--- src/rtl/hazard_pkg.sv ---
// Shared types and constants for the pipeline hazard sequencer.
package hazard_pkg;

    typedef enum logic [1:0] {
        RUN      = 2'd0,
        MD_WAIT  = 2'd1,
        MEM_WAIT = 2'd2
    } state_t;

    localparam logic [4:0] X0 = 5'd0;
    localparam int MD_TIMEOUT_DEFAULT = 64;

endpackage

--- src/rtl/hazard_detect.sv ---
// Load-use comparator: a load in EX whose destination is read by the instruction in ID.
module hazard_detect
    import hazard_pkg::*;
(
    input  logic [4:0] rs1_id,
    input  logic [4:0] rs2_id,
    input  logic       rs1_used_id,
    input  logic       rs2_used_id,
    input  logic [4:0] rd_ex,
    input  logic       mem_read_ex,
    output logic       load_use
);

    logic rs1_hit;
    logic rs2_hit;

    assign rs1_hit = rs1_used_id && (rs1_id == rd_ex);
    assign rs2_hit = rs2_used_id && (rs2_id == rd_ex);

    // x0 is never written, so a load targeting it cannot create a dependency
    assign load_use = mem_read_ex && (rd_ex != X0) && (rs1_hit || rs2_hit);

endmodule

--- src/rtl/hazard_ctrl.sv ---
// Stall/flush sequencer for the 5-stage RV32 pipeline.
// Optional performance counters are built when HAZARD_PERF_CNT_EN is defined.
//
//   state    | meaning
//   ---------+-------------------------------------------------------------
//   RUN      | normal flow; resolves mem-wait, MUL/DIV, mispredict, load-use
//   MD_WAIT  | multi-cycle MUL/DIV occupies EX; front end frozen, bubble into MEM
//   MEM_WAIT | data memory stalled; whole pipeline frozen, bubble into WB
module hazard_ctrl
    import hazard_pkg::*;
#(
    parameter int MD_TIMEOUT = MD_TIMEOUT_DEFAULT,
    parameter int CNT_W      = 32
) (
    input  logic             clk,
    input  logic             rst_n,
    input  logic [4:0]       rs1_id,
    input  logic [4:0]       rs2_id,
    input  logic             rs1_used_id,
    input  logic             rs2_used_id,
    input  logic [4:0]       rd_ex,
    input  logic             mem_read_ex,
    input  logic             mispredict_ex,
    input  logic             md_start_ex,
    input  logic             md_done,
    input  logic             dmem_req_mem,
    input  logic             dmem_ready,
    output logic             pc_en,
    output logic             if_id_en,
    output logic             id_ex_en,
    output logic             ex_mem_en,
    output logic             mem_wb_en,
    output logic             if_id_flush,
    output logic             id_ex_flush,
    output logic             ex_mem_flush,
    output logic             mem_wb_flush,
    output logic             md_busy,
    output logic             md_timeout,
    output logic [CNT_W-1:0] stall_cycles,
    output logic [CNT_W-1:0] flush_events
);

    localparam int TO_W = $clog2(MD_TIMEOUT + 1);
    localparam logic [TO_W-1:0] TO_LAST = TO_W'(MD_TIMEOUT - 1);

    state_t          state, state_nxt;
    logic [TO_W-1:0] to_cnt, to_cnt_nxt;
    logic            set_timeout;
    logic            load_use;

    logic pc_en_c, if_id_en_c, id_ex_en_c, ex_mem_en_c, mem_wb_en_c;
    logic if_id_flush_c, id_ex_flush_c, ex_mem_flush_c, mem_wb_flush_c;
    logic md_busy_c;

    hazard_detect u_detect (
        .rs1_id      (rs1_id),
        .rs2_id      (rs2_id),
        .rs1_used_id (rs1_used_id),
        .rs2_used_id (rs2_used_id),
        .rd_ex       (rd_ex),
        .mem_read_ex (mem_read_ex),
        .load_use    (load_use)
    );

    always_ff @(posedge clk or negedge rst_n) begin
        if (!rst_n) begin
            state      <= RUN;
            to_cnt     <= '0;
            md_timeout <= 1'b0;
        end else begin
            state  <= state_nxt;
            to_cnt <= to_cnt_nxt;
            if (set_timeout) begin
                md_timeout <= 1'b1;
            end
        end
    end

    always_comb begin
        state_nxt      = state;
        to_cnt_nxt     = to_cnt;
        set_timeout    = 1'b0;
        md_busy_c      = 1'b0;
        pc_en_c        = 1'b1;
        if_id_en_c     = 1'b1;
        id_ex_en_c     = 1'b1;
        ex_mem_en_c    = 1'b1;
        mem_wb_en_c    = 1'b1;
        if_id_flush_c  = 1'b0;
        id_ex_flush_c  = 1'b0;
        ex_mem_flush_c = 1'b0;
        mem_wb_flush_c = 1'b0;

        case (state)
            RUN: begin
                if (dmem_req_mem && !dmem_ready) begin
                    pc_en_c        = 1'b0;
                    if_id_en_c     = 1'b0;
                    id_ex_en_c     = 1'b0;
                    ex_mem_en_c    = 1'b0;
                    mem_wb_en_c    = 1'b0;
                    mem_wb_flush_c = 1'b1;
                    state_nxt      = MEM_WAIT;
                end else if (md_start_ex) begin
                    // a same-cycle md_done is a 0-cycle result: flow on untouched;
                    // any concurrent mispredict is dropped either way
                    if (!md_done) begin
                        pc_en_c        = 1'b0;
                        if_id_en_c     = 1'b0;
                        id_ex_en_c     = 1'b0;
                        ex_mem_flush_c = 1'b1;
                        state_nxt      = MD_WAIT;
                        to_cnt_nxt     = '0;
                    end
                end else if (mispredict_ex) begin
                    if_id_flush_c = 1'b1;
                    id_ex_flush_c = 1'b1;
                end else if (load_use) begin
                    pc_en_c       = 1'b0;
                    if_id_en_c    = 1'b0;
                    id_ex_flush_c = 1'b1;
                end
            end

            MD_WAIT: begin
                md_busy_c = 1'b1;
                if (md_done) begin
                    state_nxt = RUN;
                end else if (to_cnt == TO_LAST) begin
                    set_timeout    = 1'b1;
                    ex_mem_flush_c = 1'b1;
                    state_nxt      = RUN;
                end else begin
                    pc_en_c        = 1'b0;
                    if_id_en_c     = 1'b0;
                    id_ex_en_c     = 1'b0;
                    ex_mem_flush_c = 1'b1;
                    to_cnt_nxt     = to_cnt + 1'b1;
                end
            end

            MEM_WAIT: begin
                if (dmem_ready) begin
                    state_nxt = RUN;
                end else begin
                    pc_en_c        = 1'b0;
                    if_id_en_c     = 1'b0;
                    id_ex_en_c     = 1'b0;
                    ex_mem_en_c    = 1'b0;
                    mem_wb_en_c    = 1'b0;
                    mem_wb_flush_c = 1'b1;
                end
            end

            default: begin
                state_nxt = RUN;
            end
        endcase
    end

    // Reset forces every control low immediately, independent of the clock
    assign pc_en        = rst_n & pc_en_c;
    assign if_id_en     = rst_n & if_id_en_c;
    assign id_ex_en     = rst_n & id_ex_en_c;
    assign ex_mem_en    = rst_n & ex_mem_en_c;
    assign mem_wb_en    = rst_n & mem_wb_en_c;
    assign if_id_flush  = rst_n & if_id_flush_c;
    assign id_ex_flush  = rst_n & id_ex_flush_c;
    assign ex_mem_flush = rst_n & ex_mem_flush_c;
    assign mem_wb_flush = rst_n & mem_wb_flush_c;
    assign md_busy      = rst_n & md_busy_c;

`ifdef HAZARD_PERF_CNT_EN
    logic [CNT_W-1:0] stall_q;
    logic [CNT_W-1:0] flush_q;

    // if_id_flush is raised only by a mispredict redirect
    always_ff @(posedge clk or negedge rst_n) begin
        if (!rst_n) begin
            stall_q <= '0;
            flush_q <= '0;
        end else begin
            if (!pc_en_c && (stall_q != '1)) begin
                stall_q <= stall_q + 1'b1;
            end
            if (if_id_flush_c && (flush_q != '1)) begin
                flush_q <= flush_q + 1'b1;
            end
        end
    end

    assign stall_cycles = stall_q;
    assign flush_events = flush_q;
`else
    assign stall_cycles = '0;
    assign flush_events = '0;
`endif

endmodule

--- config.mk ---
export PLATFORM = sky130hd
export DESIGN_NAME = hazard_ctrl
export DESIGN_NICKNAME = d
export VERILOG_FILES = /design/src/rtl/hazard_pkg.sv /design/src/rtl/hazard_detect.sv /design/src/rtl/hazard_ctrl.sv
export SDC_FILE = /design/constraint.sdc
export NUM_CORES = 1
export LEC_CHECK = 0
export CAP_MARGIN = 10
export CORE_ASPECT_RATIO = 2
export CORE_MARGIN = 3
export CORE_UTILIZATION = 33
export DETAILED_ROUTE_END_ITERATION = 8
export GPL_ROUTABILITY_DRIVEN = 0
export PLACE_DENSITY_LB_ADDON = 0.2
export SLEW_MARGIN = 20
export SYNTH_ARGS = -nofsm -noshare
export SYNTH_HDL_FRONTEND = slang
export SYNTH_SLANG_ARGS = --single-unit
--- constraint.sdc ---
create_clock -name clk -period 2.4 [get_ports clk]
set_input_delay 0.48 -clock clk [delete_from_list [all_inputs] [get_ports clk]]
set_output_delay 0.48 -clock clk [all_outputs]
set_load 0.1 [all_outputs]
; Word-level counts from Yosys, hierarchy flattened
; Cells that the tools add are included.
[op_classes]
add_sub_neg = 1
multipliers = 0
n_div = 0
n_lt_le_gt_ge = 0
n_eq_ne = 14
shift = 0
muxes = 46
bitwise_logic = 8
n_reduce_logical = 12
[op_table]
columns = operator, count
row1 = 7-bit two-way mux, 5
row2 = 1-bit two-way mux, 28
row3 = 7-bit case mux with 2 select lines, 1
row4 = 2-bit two-way mux, 6
row5 = "2-bit inequality test, second input constant", 6
row6 = 5-bit == test, 2
row7 = "3-bit inequality test, second input constant", 3
row8 = 1-bit AND, 8
row9 = "7-bit by 1-bit adder with 7-bit output, second input constant", 1
row10 = "7-bit by 6-bit == test with 1-bit output, second input constant", 1
row11 = 1-bit case mux with 2 select lines, 3
row12 = 1-bit case mux with 3 select lines, 2
row13 = 2-bit case mux with 3 select lines, 1
row14 = 6-bit AND reduction, 1
row15 = 1-bit logical AND, 5
row16 = 5-bit nonzero test, 1
row17 = 4-bit AND reduction, 1
row18 = "2-bit by 1-bit == test with 1-bit output, second input constant", 1
row19 = "2-bit == test, second input constant", 1
row20 = 2-bit logical NOT, 1
row21 = 2-bit nonzero test, 1
row22 = 1-bit logical NOT, 1
row23 = 1-bit logical OR, 1
[totals]
reg_bits = 10
latch_bits = 0
ramBits = 0
mem_bits_ro = 0
out_inout_bits = 75
memories = 0

; Longest topological paths before layout
; Gate-level depths: netlist (run 1).
[depth]
word_depth = 10
depth_mapped = 6
ltp_nobuf = 5

; Hierarchy
; From an unflattened synthesis (run 1), not the netlist that was laid out.
[unflattened]
hier_cells = 149
hier_area_um2 = 1267.5
[by_module_without_submodules]
columns = module, n_inst, cells_each, area_per_inst_um2, seq_area_each_um2
row1 = hazard_ctrl, 1, 132, 1133.6, 250.2
row2 = hazard_detect, 1, 17, 133.9, 0.0

; Least setup slack after synthesis (run 1)
; Ideal clock, no wire load.
[synth_path]
path_kind = input -> output
from = in dmem_req_mem
to = out mem_wb_en
arrival_time_ns = 2.492
path_slack_ns = -0.572
stages = 4
path_cell_list = nor2_1 nor3_1 nor2b_1 buf_4
[synth_between]
elab_chain_len = 4
[synth_lines]
columns = item, line
row1 = start: declaration, hazard_ctrl.sv:26  ; input logic dmem_req_mem,
row2 = 1-bit logical AND, hazard_ctrl.sv:96  ; if (dmem_req_mem && !dmem_ready) begin
row3 = 1-bit two-way mux, --
row4 = 1-bit case mux with 2 select lines, --
row5 = 1-bit AND, --
row6 = end: declaration, hazard_ctrl.sv:32  ; output logic mem_wb_en,
; Every way passes these cells.

; Worst setup path in the final report (run 1)
[layout_path]
from = reg to_cnt[1]
to = out pc_en
[layout_between]
elab_chain_len = 5
[layout_lines]
columns = item, line
row1 = start: declaration, hazard_ctrl.sv:47  ; logic [TO_W-1:0] to_cnt, to_cnt_nxt;
row2 = start signal: assignment, hazard_ctrl.sv:72  ; to_cnt <= to_cnt_nxt;
row3 = 7-bit by 6-bit == test with 1-bit output, hazard_ctrl.sv:129  ; end else if (to_cnt == TO_LAST) begin
row4 = 1-bit two-way mux, hazard_ctrl.sv:129
row5 = 1-bit two-way mux, hazard_ctrl.sv:127  ; if (md_done) begin
row6 = 1-bit case mux with 3 select lines, hazard_ctrl.sv:94  ; case (state)
row7 = 1-bit AND, hazard_ctrl.sv:162  ; assign pc_en = rst_n & pc_en_c;
row8 = end: declaration, hazard_ctrl.sv:28  ; output logic pc_en,
; Every way passes these cells.

==> results.yml, run 1 <==
synth:
  synth-compound-area-share_pct: 11.4
  postSynth.asyncResetShare_pct: 100
  synth_area_mm2: 0.00124
  synth-seq-cells: 10
  yosys.area_share.simple_pct: 18.5
  synth_fa_ha_area_share_pct: 1.01
  synth_top_family_by_area: "buffers and inverters"
  synth_xor_xnor_area_share_pct: 7.06
  synth_edf_count: 0
  yosysUniqueCellTypes: 36
  yosys_warnings: 0
  syn_area_per_cell_um2: 8.22
  synth_cells: 151
  synthMuxAreaShare_pct: 0
  synth_top_flop_cell: "dfrtp_1"
  synth_sequential_area_ratio_pct: 20.2
place:
  placed_area_mm2: 0.00161
  pre_cts_ws_ns: -0.315
  post-dp-hpwl_um: 2620
  portBuffers: 35
  dp_cells: 242
sta:
  setup_viol: 2
  fin_crit_ns: 2.43
  tns_ns: -0.0648
  hold_violations: 0
  report.final.slew_viol_count: 0
  worst_slack_ns: -0.0325
  period_share_pct: 101
  clock.fmax_ghz: 0.411
  hold_ws_ns: 0.459
  fin_worst_skew_ns: 0.00740
  rsz0062_at_grt: "yes"
clock_tree:
  holdBufCountCts: 0
  clk_pin_slew_ns: 0.05
  cts_max_path_buffers: 2
  tritoncts: "yes"
  cts.sinks: 10
  cts_root_buf: "clkbuf_8"
  numCtsBuffers: 3
  htree_levels: 1
  clock_latency_ns: 0.23
finish:
  finish.instance_area_mm2: 0.00182
  drive_gt1_share_pct: 28.5
  final_common_cell: "conb_1"
  post-route-util_pct: 52.1
  nets: 234
  area_growth_pct: 46.5
  layout_common_cells: "64 x conb_1, 19 x buf_4, 11 x buf_12, 10 x dfrtp_1, 9 x clkdlybuf4s50_1"
  final_cell_count_no_fill: 255
  antenna_cells: 0
min_path:
  hold_start: "md_timeout"
  min_to: "md_timeout"
  hold_class: "reg2reg"
  whs_path_depth: 1
critical_path:
  crit_arrival_ns: 1.95
  r2r_slack_ns: 0.13
  cp.required_ns: 1.92
  r2r_cells: 12
  reg2reg_from: "to_cnt[0]"
  criticalPathCategory: "reg2out"
  worst_setup_path_end_kind: "output port"
  startpoint_type: "register"
  cp_max_fo: 3
  r2r_end: "to_cnt[3]"
floorplan:
  die_h_um: 92.7
  start_util_pct: 35.6
  io_pins: 100
  core-area_mm2: 0.00349
  dieArea_mm2: 0.00458
  num_rows: 30
  die_x_um: 49.4
pwr:
  power.density_mw_per_mm2: 654
  power_mw: 1.19
  ir_drop_uv: 411
  cellLeakagePower_nw: 0.902
global_routing:
  antenna_found_initial: 0
  grt_pass1_wl_um: 4920
  grt_overflow: 0
  grt_start_max_net_pins: 16
  grt_usage_pct: 14.1
  grt_pass1_vias: 1031
drt:
  post_drt_wl_per_cell_um: 12.5
  wl_um: 3190
  ant_nets: 0
  drc: 0
  drt_iter0_drc: 10
  via_count: 1044
  drt_pass1_iterations: 4
  vias_per_cell: 4.09
flow_run:
  maxCapViolCount: 0
outcome:
  failed_checks: "setup timing"
  outcome: "finished, violations left"
-- synthesized netlist by cell type (2+ instances only) --
master | count | area share (%)
nand2b_1 | 2 | 1.0
inv_1 | 4 | 1.2
nor4_1 | 3 | 1.5
nor3_1 | 2 | 0.81
buf_4 | 66 | 40
o21ai_0 | 2 | 0.81
nand3_1 | 5 | 2.0
or4_1 | 2 | 1.2
xnor2_1 | 2 | 1.4
xor2_1 | 8 | 5.6
o21ai_1 | 2 | 0.81
a21boi_1 | 2 | 1.2
or3_1 | 2 | 1.0
o31ai_1 | 3 | 1.8
and2_1 | 3 | 1.5
o211ai_1 | 3 | 1.8
dfrtp_1 | 10 | 20
nor2_1 | 7 | 2.1
nor2b_1 | 2 | 1.0
nand2_1 | 3 | 0.91
a21oi_1 | 3 | 1.2
-- cell families (layout without fill, tap and decap cells) --
family / Yosys count / count (layout)
AOI/OAI and AO/OA: 20 / 20
xor gates and xnor gates: 10 / 10
adders and majority gates: 1 / 1
buffers and inverters: 71 / 64
DFF: 10 / 10
other: 1 / 64
and+or+nand+nor: 38 / 38
-- per-layer routing --
| metal | global-route usage (%) | vias up | wire [um] |
|---|---|---|---|
| met4 | 4.99 | 0 | 31 |
| met3 | 2.90 | 4 | 308 |
| met2 | 30.4 | 68 | 1960 |
| met1 | 11.4 | 485 | 892 |
| li1 | - | 487 | - |
| met5 | 0 | - | 0 |
-- how the worst max path moves through the flow --
stage / cells after the start / from / endpoint / slack (ns)
6_report: 6 / to_cnt[1] / pc_en / -0.03
5_1_grt: 6 / to_cnt[1] / pc_en / -0.12
4_1_cts: 6 / to_cnt[1] / pc_en / -0.09
3_5_place_dp: 7 / rd_ex[3] / pc_en / -0.31
3_3_place_gp: 6 / rd_ex[3] / if_id_en / -0.28
2_1_floorplan: 6 / to_cnt[0] / pc_en / 0.005
-- worst max-delay path, stage by stage, from the launching register on --
cell	delay (ns)
dfrtp_1	0.38
ha_2	0.20
nand4_1	0.12
nor4_2	0.06
or4b_4	0.52
o211a_4	0.27
buf_12	0.17
-- state kept, by name, summed over array words and instances (netlist names) --
register and cells:
to_cnt 7, md_timeout 1, state 2
-- area by class of cell --
cell class | count | area [um2]
Timing Repair Buffer | 56 | 616
Inverter | 4 | 15.0
Sequential cell | 10 | 250
Multi-Input combinational cell | 133 | 822
Fill cell | 356 | 1670
Tap cell | 48 | 60.1
Clock buffer | 4 | 55.1
-- where the power goes --
group	total, mW	switching [mW]	internal [mW]
logic	0.784	0.629	0.154
clock network	0.208	0.0636	0.144
registers	0.197	0.0134	0.184
total	1.19	0.706	0.482
-- timing repair --
action,in CTS,in global routing
endpoints found under the hold margin,0,0
endpoints found under the setup margin,4,10
pin swaps,7,6
gates resized for setup,19,21
buffers inserted,8,2
cloned,0,1
Note: power is estimated with default switching activity, not from simulation.
==> inputs of run 2 (changes only) <==
GPL_TIMING_DRIVEN = 0   (was default)
SKIP_LAST_GASP = 1   (was default)
TNS_END_PERCENT = 10   (was default)
==> results.yml, run 2 (synthesis results as in run 1) <==
sta:
  fin_worst_skew_ns: 0.00242
  hold_violations: 0
  period_share_pct: 105
  fin_crit_ns: 2.51
  rsz0062_at_grt: "yes"
  slew_headroom_pct: 35.1
  report.final.slew_viol_count: 0
  worst_slack_ns: -0.109
  clock.fmax_ghz: 0.399
  worstMarginPinSlew_ns: 0.971
  tns_ns: -0.323
  setup_viol: 7
critical_path:
  critPathSlowestCell: "or4b_1"
  worst_setup_path_end_kind: "output port"
  criticalPathCategory: "in2out"
  max_stage_delay_ns: 0.52
  startpoint_type: "primary input"
  crit_arrival_ns: 2.03
  cp_max_fo: 3
  worstPathCellList: "dlygate4sd2_1 > or4_4 > o21ai_2 > or4b_1 > o211a_4 > buf_6 > buf_12"
  cp.required_ns: 1.92
clock_tree:
  numCtsBuffers: 3
  htree_levels: 1
  clk_pin_slew_ns: 0.05
  cts_root_buf: "clkbuf_8"
  cts_max_path_buffers: 2
  tritoncts: "yes"
  clock_latency_ns: 0.24
  cts.sinks: 10
drt:
  wl_um: 3140
  drt_iter0_drc: 10
  vias_per_cell: 3.77
  drt_pass1_iterations: 4
  via_count: 1184
  drc: 0
  ant_nets: 0
  post_drt_wl_per_cell_um: 9.98
floorplan:
  start_util_pct: 35.6
  num_rows: 30
  dieArea_mm2: 0.00458
  core-area_mm2: 0.00349
  io_pins: 100
  die_x_um: 49.4
  die_h_um: 92.7
global_routing:
  grt_pass1_vias: 1105
  grt_overflow: 0
  grt_pass1_wl_um: 4820
  grt_usage_pct: 13.4
  grt_start_max_net_pins: 17
  antenna_found_initial: 0
finish:
  antenna_cells: 0
  drive_gt1_share_pct: 40.2
  regMostFlops: "to_cnt"
  nets: 293
  top_regs: "to_cnt x7, state x2, md_timeout x1"
  finish.instance_area_mm2: 0.00209
  final_common_cell: "buf_4"
  area_growth_pct: 68.5
  largest_register_ffs: 7
  fillers: 360
  layout_common_cells: "82 x buf_4, 64 x conb_1, 11 x dlygate4sd2_1, 10 x dfrtp_1, 9 x clkdlybuf4s50_1"
  final_cell_count_no_fill: 314
place:
  dp_cells: 297
  post-dp-hpwl_um: 2530
  placed_area_mm2: 0.00189
  portBuffers: 35
min_path:
  hold_class: "in2async"
outcome:
  outcome: "finished, violations left"
  failed_checks: "setup timing"
pwr:
  power.density_mw_per_mm2: 583
  cellLeakagePower_nw: 1.16
  p_sw_uw: 701
  power.internal_uw: 519
  p_sw_share_pct: 57.5
  ir_drop_uv: 330
  seq_power_share_pct: 16.2
  comb_power_share_pct: 66.5
  clockPowerShare_pct: 17.4
flow_run:
  maxCapViolCount: 0
[run 2: power groups by stage]
stage / registers (mW) / clock network (mW) / logic [mW]
after CTS: 0.197 / 0.217 / 0.789
after global routing: 0.198 / 0.229 / 0.843
final: 0.197 / 0.212 / 0.811
after global placement: 0.202 / 0 / 0.765
after detailed placement: 0.202 / 0 / 0.767
after floorplan: 0.199 / 0 / 0.680
[run 2: timing repair]
item	CTS	global route
setup buffers	11	2
gates resized for setup	74	14
cloned	0	0
pin swaps	8	5
endpoints found under the setup margin	10	16
hold buffers	0	0
[run 2: critical path: cells and delay by family]
kind / cells / cell delay [ns]
buf+inv: 3 / 0.55
simple gates: 2 / 0.68
compound gates: 2 / 0.31
[run 2: layout make-up]
cell class              instances  area, um2  share of cell area, %
plain buffers                  67        507                   24.2
inverters                       4       15.0                  0.718
flip-flops and latches         10        250                   12.0
multi-input cells             133        766                   36.6
repair buffers                 48        439                   21.0
well taps                      48       60.1                   2.87
clock buffers                   4       55.1                   2.63
[run 2: stage by stage]
| step | total power, mW | utilization, % | hold slack, ns | setup WS, ns |
|---|---|---|---|---|
| detailed placement | 0.970 | 54.2 | 0.447 | -1.26 |
| floorplan | 0.879 | - | 0.184 | -0.536 |
| CTS | 1.20 | 58.6 | 0.244 | -0.115 |
| global route | 1.27 | 59.9 | 0.262 | -0.155 |
| global placement | 0.967 | 54.2 | 0.443 | -1.29 |
| finish | 1.22 | 59.9 | 0.241 | -0.109 |
[run 2: path summary, 6_finish.rpt]
check	from	endpoint	slack, ns	cells after the start
setup / recovery	rd_ex[4]	pc_en	-0.11	7
hold / removal	rst_n	to_cnt[5]	0.24	1
setup reg to reg	to_cnt[0]	to_cnt[4]	-0.06	14
hold reg to reg	md_timeout	md_timeout	0.45	1
max in group asynchronous	rst_n	state[1]	1.89	1
min in group clk	md_timeout	md_timeout	0.45	1
[run 2: layer usage]
metal,vias up,global-route usage (%),share of wire (%)
met2,67,26.5,56
met1,503,12.5,34
met3,5,3.22,8.5
met4,0,4.99,1.6
li1,609,-,-
met5,-,0,0
==> inputs of run 3 (changes only) <==
SKIP_CTS_REPAIR_TIMING = 1   (was default)
SLEW_MARGIN = default   (was 20)
==> results.yml, run 3 (synthesis results as in run 1) <==
finish:
  drive_gt1_share_pct: 35.8
  nets: 284
  post-route-util_pct: 57.3
  largest_register_ffs: 7
  layout_common_cells: "70 x buf_4, 64 x conb_1, 16 x clkdlybuf4s50_1, 10 x dlymetal6s2s_1, 10 x dfrtp_1"
  top_regs: "to_cnt x7, state x2, md_timeout x1"
  final_cell_count_no_fill: 305
  antenna_cells: 0
  area_growth_pct: 61.2
  regMostFlops: "to_cnt"
  finish.instance_area_mm2: 0.00200
  final_common_cell: "buf_4"
floorplan:
  die_h_um: 92.7
  die_x_um: 49.4
  dieArea_mm2: 0.00458
  num_rows: 30
  core-area_mm2: 0.00349
  io_pins: 100
  start_util_pct: 35.6
global_routing:
  grtUsageMet1_pct: 11.4
  top_usage_layer: "met2"
  grt_overflow: 0
  antenna_found_initial: 0
  grt_pass1_wl_um: 4450
  grt_start_max_net_pins: 17
  grt_usage_pct: 12.3
  met2_usage_pct: 24.1
  grt.met3_usage_pct: 3.38
  grt_pass1_vias: 1018
critical_path:
  worst_setup_path_end_kind: "output port"
  cp_max_fo: 4
  crit_arrival_ns: 2.08
  cp.required_ns: 1.92
  startpoint_type: "register"
  criticalPathCategory: "reg2out"
sta:
  fin_worst_skew_ns: 0.00161
  tns_ns: -0.527
  clock.fmax_ghz: 0.391
  slew_headroom_pct: 35.1
  report.final.slew_viol_count: 0
  rsz0062_at_grt: "yes"
  hold_ws_ns: 0.247
  hold_violations: 0
  worstMarginPinSlew_ns: 0.971
  setup_viol: 6
  worst_slack_ns: -0.160
  period_share_pct: 107
  fin_crit_ns: 2.56
drt:
  drt_iter0_drc: 3
  ant_nets: 0
  vias_per_cell: 3.69
  drt_pass1_iterations: 4
  post_drt_wl_per_cell_um: 9.51
  via_count: 1124
  wl_um: 2900
  drc: 0
place:
  pre_cts_ws_ns: -1.26
  placed_area_mm2: 0.00189
  dp_cells: 297
  portBuffers: 35
  post-dp-hpwl_um: 2530
min_path:
  hold_class: "in2async"
clock_tree:
  cts_root_buf: "clkbuf_8"
  tritoncts: "yes"
  clk_pin_slew_ns: 0.05
  htree_levels: 1
  cts_max_path_buffers: 2
  clock_latency_ns: 0.24
  numCtsBuffers: 3
  cts.sinks: 10
pwr:
  comb_power_share_pct: 65.5
  power.internal_uw: 502
  seq_power_share_pct: 16.8
  p_sw_share_pct: 58.0
  power_mw: 1.20
  ir_drop_uv: 337
  clockPowerShare_pct: 17.7
  cellLeakagePower_nw: 1.17
  power.density_mw_per_mm2: 597
  p_sw_uw: 694
outcome:
  failed_checks: "setup timing"
  outcome: "finished, violations left"
flow_run:
  maxCapViolCount: 0
==> run 3: cell count changes in the layout (fill, tap and decap cells not counted), sizes merged <==
cell           delta
buf              -13
dlygate4sd2      -11
dlymetal6s2s      +8
clkdlybuf4s50     +7
clkbuf            +6
clkdlybuf4s15     -6
==> run 3: worst max-delay path, stage by stage, from the launching register on <==
cell and delay, ns:
dfrtp_1 0.41, ha_2 0.20, nand4_1 0.11, nor4_2 0.07, or4b_1 0.50, o211a_1 0.27, buf_6 0.12, buf_12 0.15
==> run 3: power by group through the flow <==
stage	Sequential [mW]	Clock, mW	Combinational, mW
global route	0.203	0.229	0.812
CTS	0.200	0.217	0.768
detailed placement	0.202	0	0.767
floorplan	0.199	0	0.680
global placement	0.202	0	0.765
finish	0.201	0.212	0.782
==> run 3: path summary, 6_finish.rpt <==
path,to,depth (start not counted),slack (ns),start
worst max register to register,to_cnt[4],8,0.54,to_cnt[0]
min in group clk,md_timeout,1,0.45,md_timeout
worst min-delay path,to_cnt[5],1,0.25,rst_n
worst min register to register,md_timeout,1,0.45,md_timeout
worst max-delay path,pc_en,7,-0.16,to_cnt[0]
max in group asynchronous,state[1],1,1.75,rst_n
==> run 3: area by class of cell <==
type	instances	area (um2)
buffer	67	504
clock buffer	4	55.1
fill	366	1490
inverter	4	15.0
multi-input combinational	133	733
sequential	10	250
tap	48	60.1
timing repair buffer	39	383
==> run 3: routing by layer <==
metal  up-vias  share of wire, %
li1        593                 -
met3         5               8.8
met2        65                55
met1       461                35
met4         0               1.7
met5         -                 0
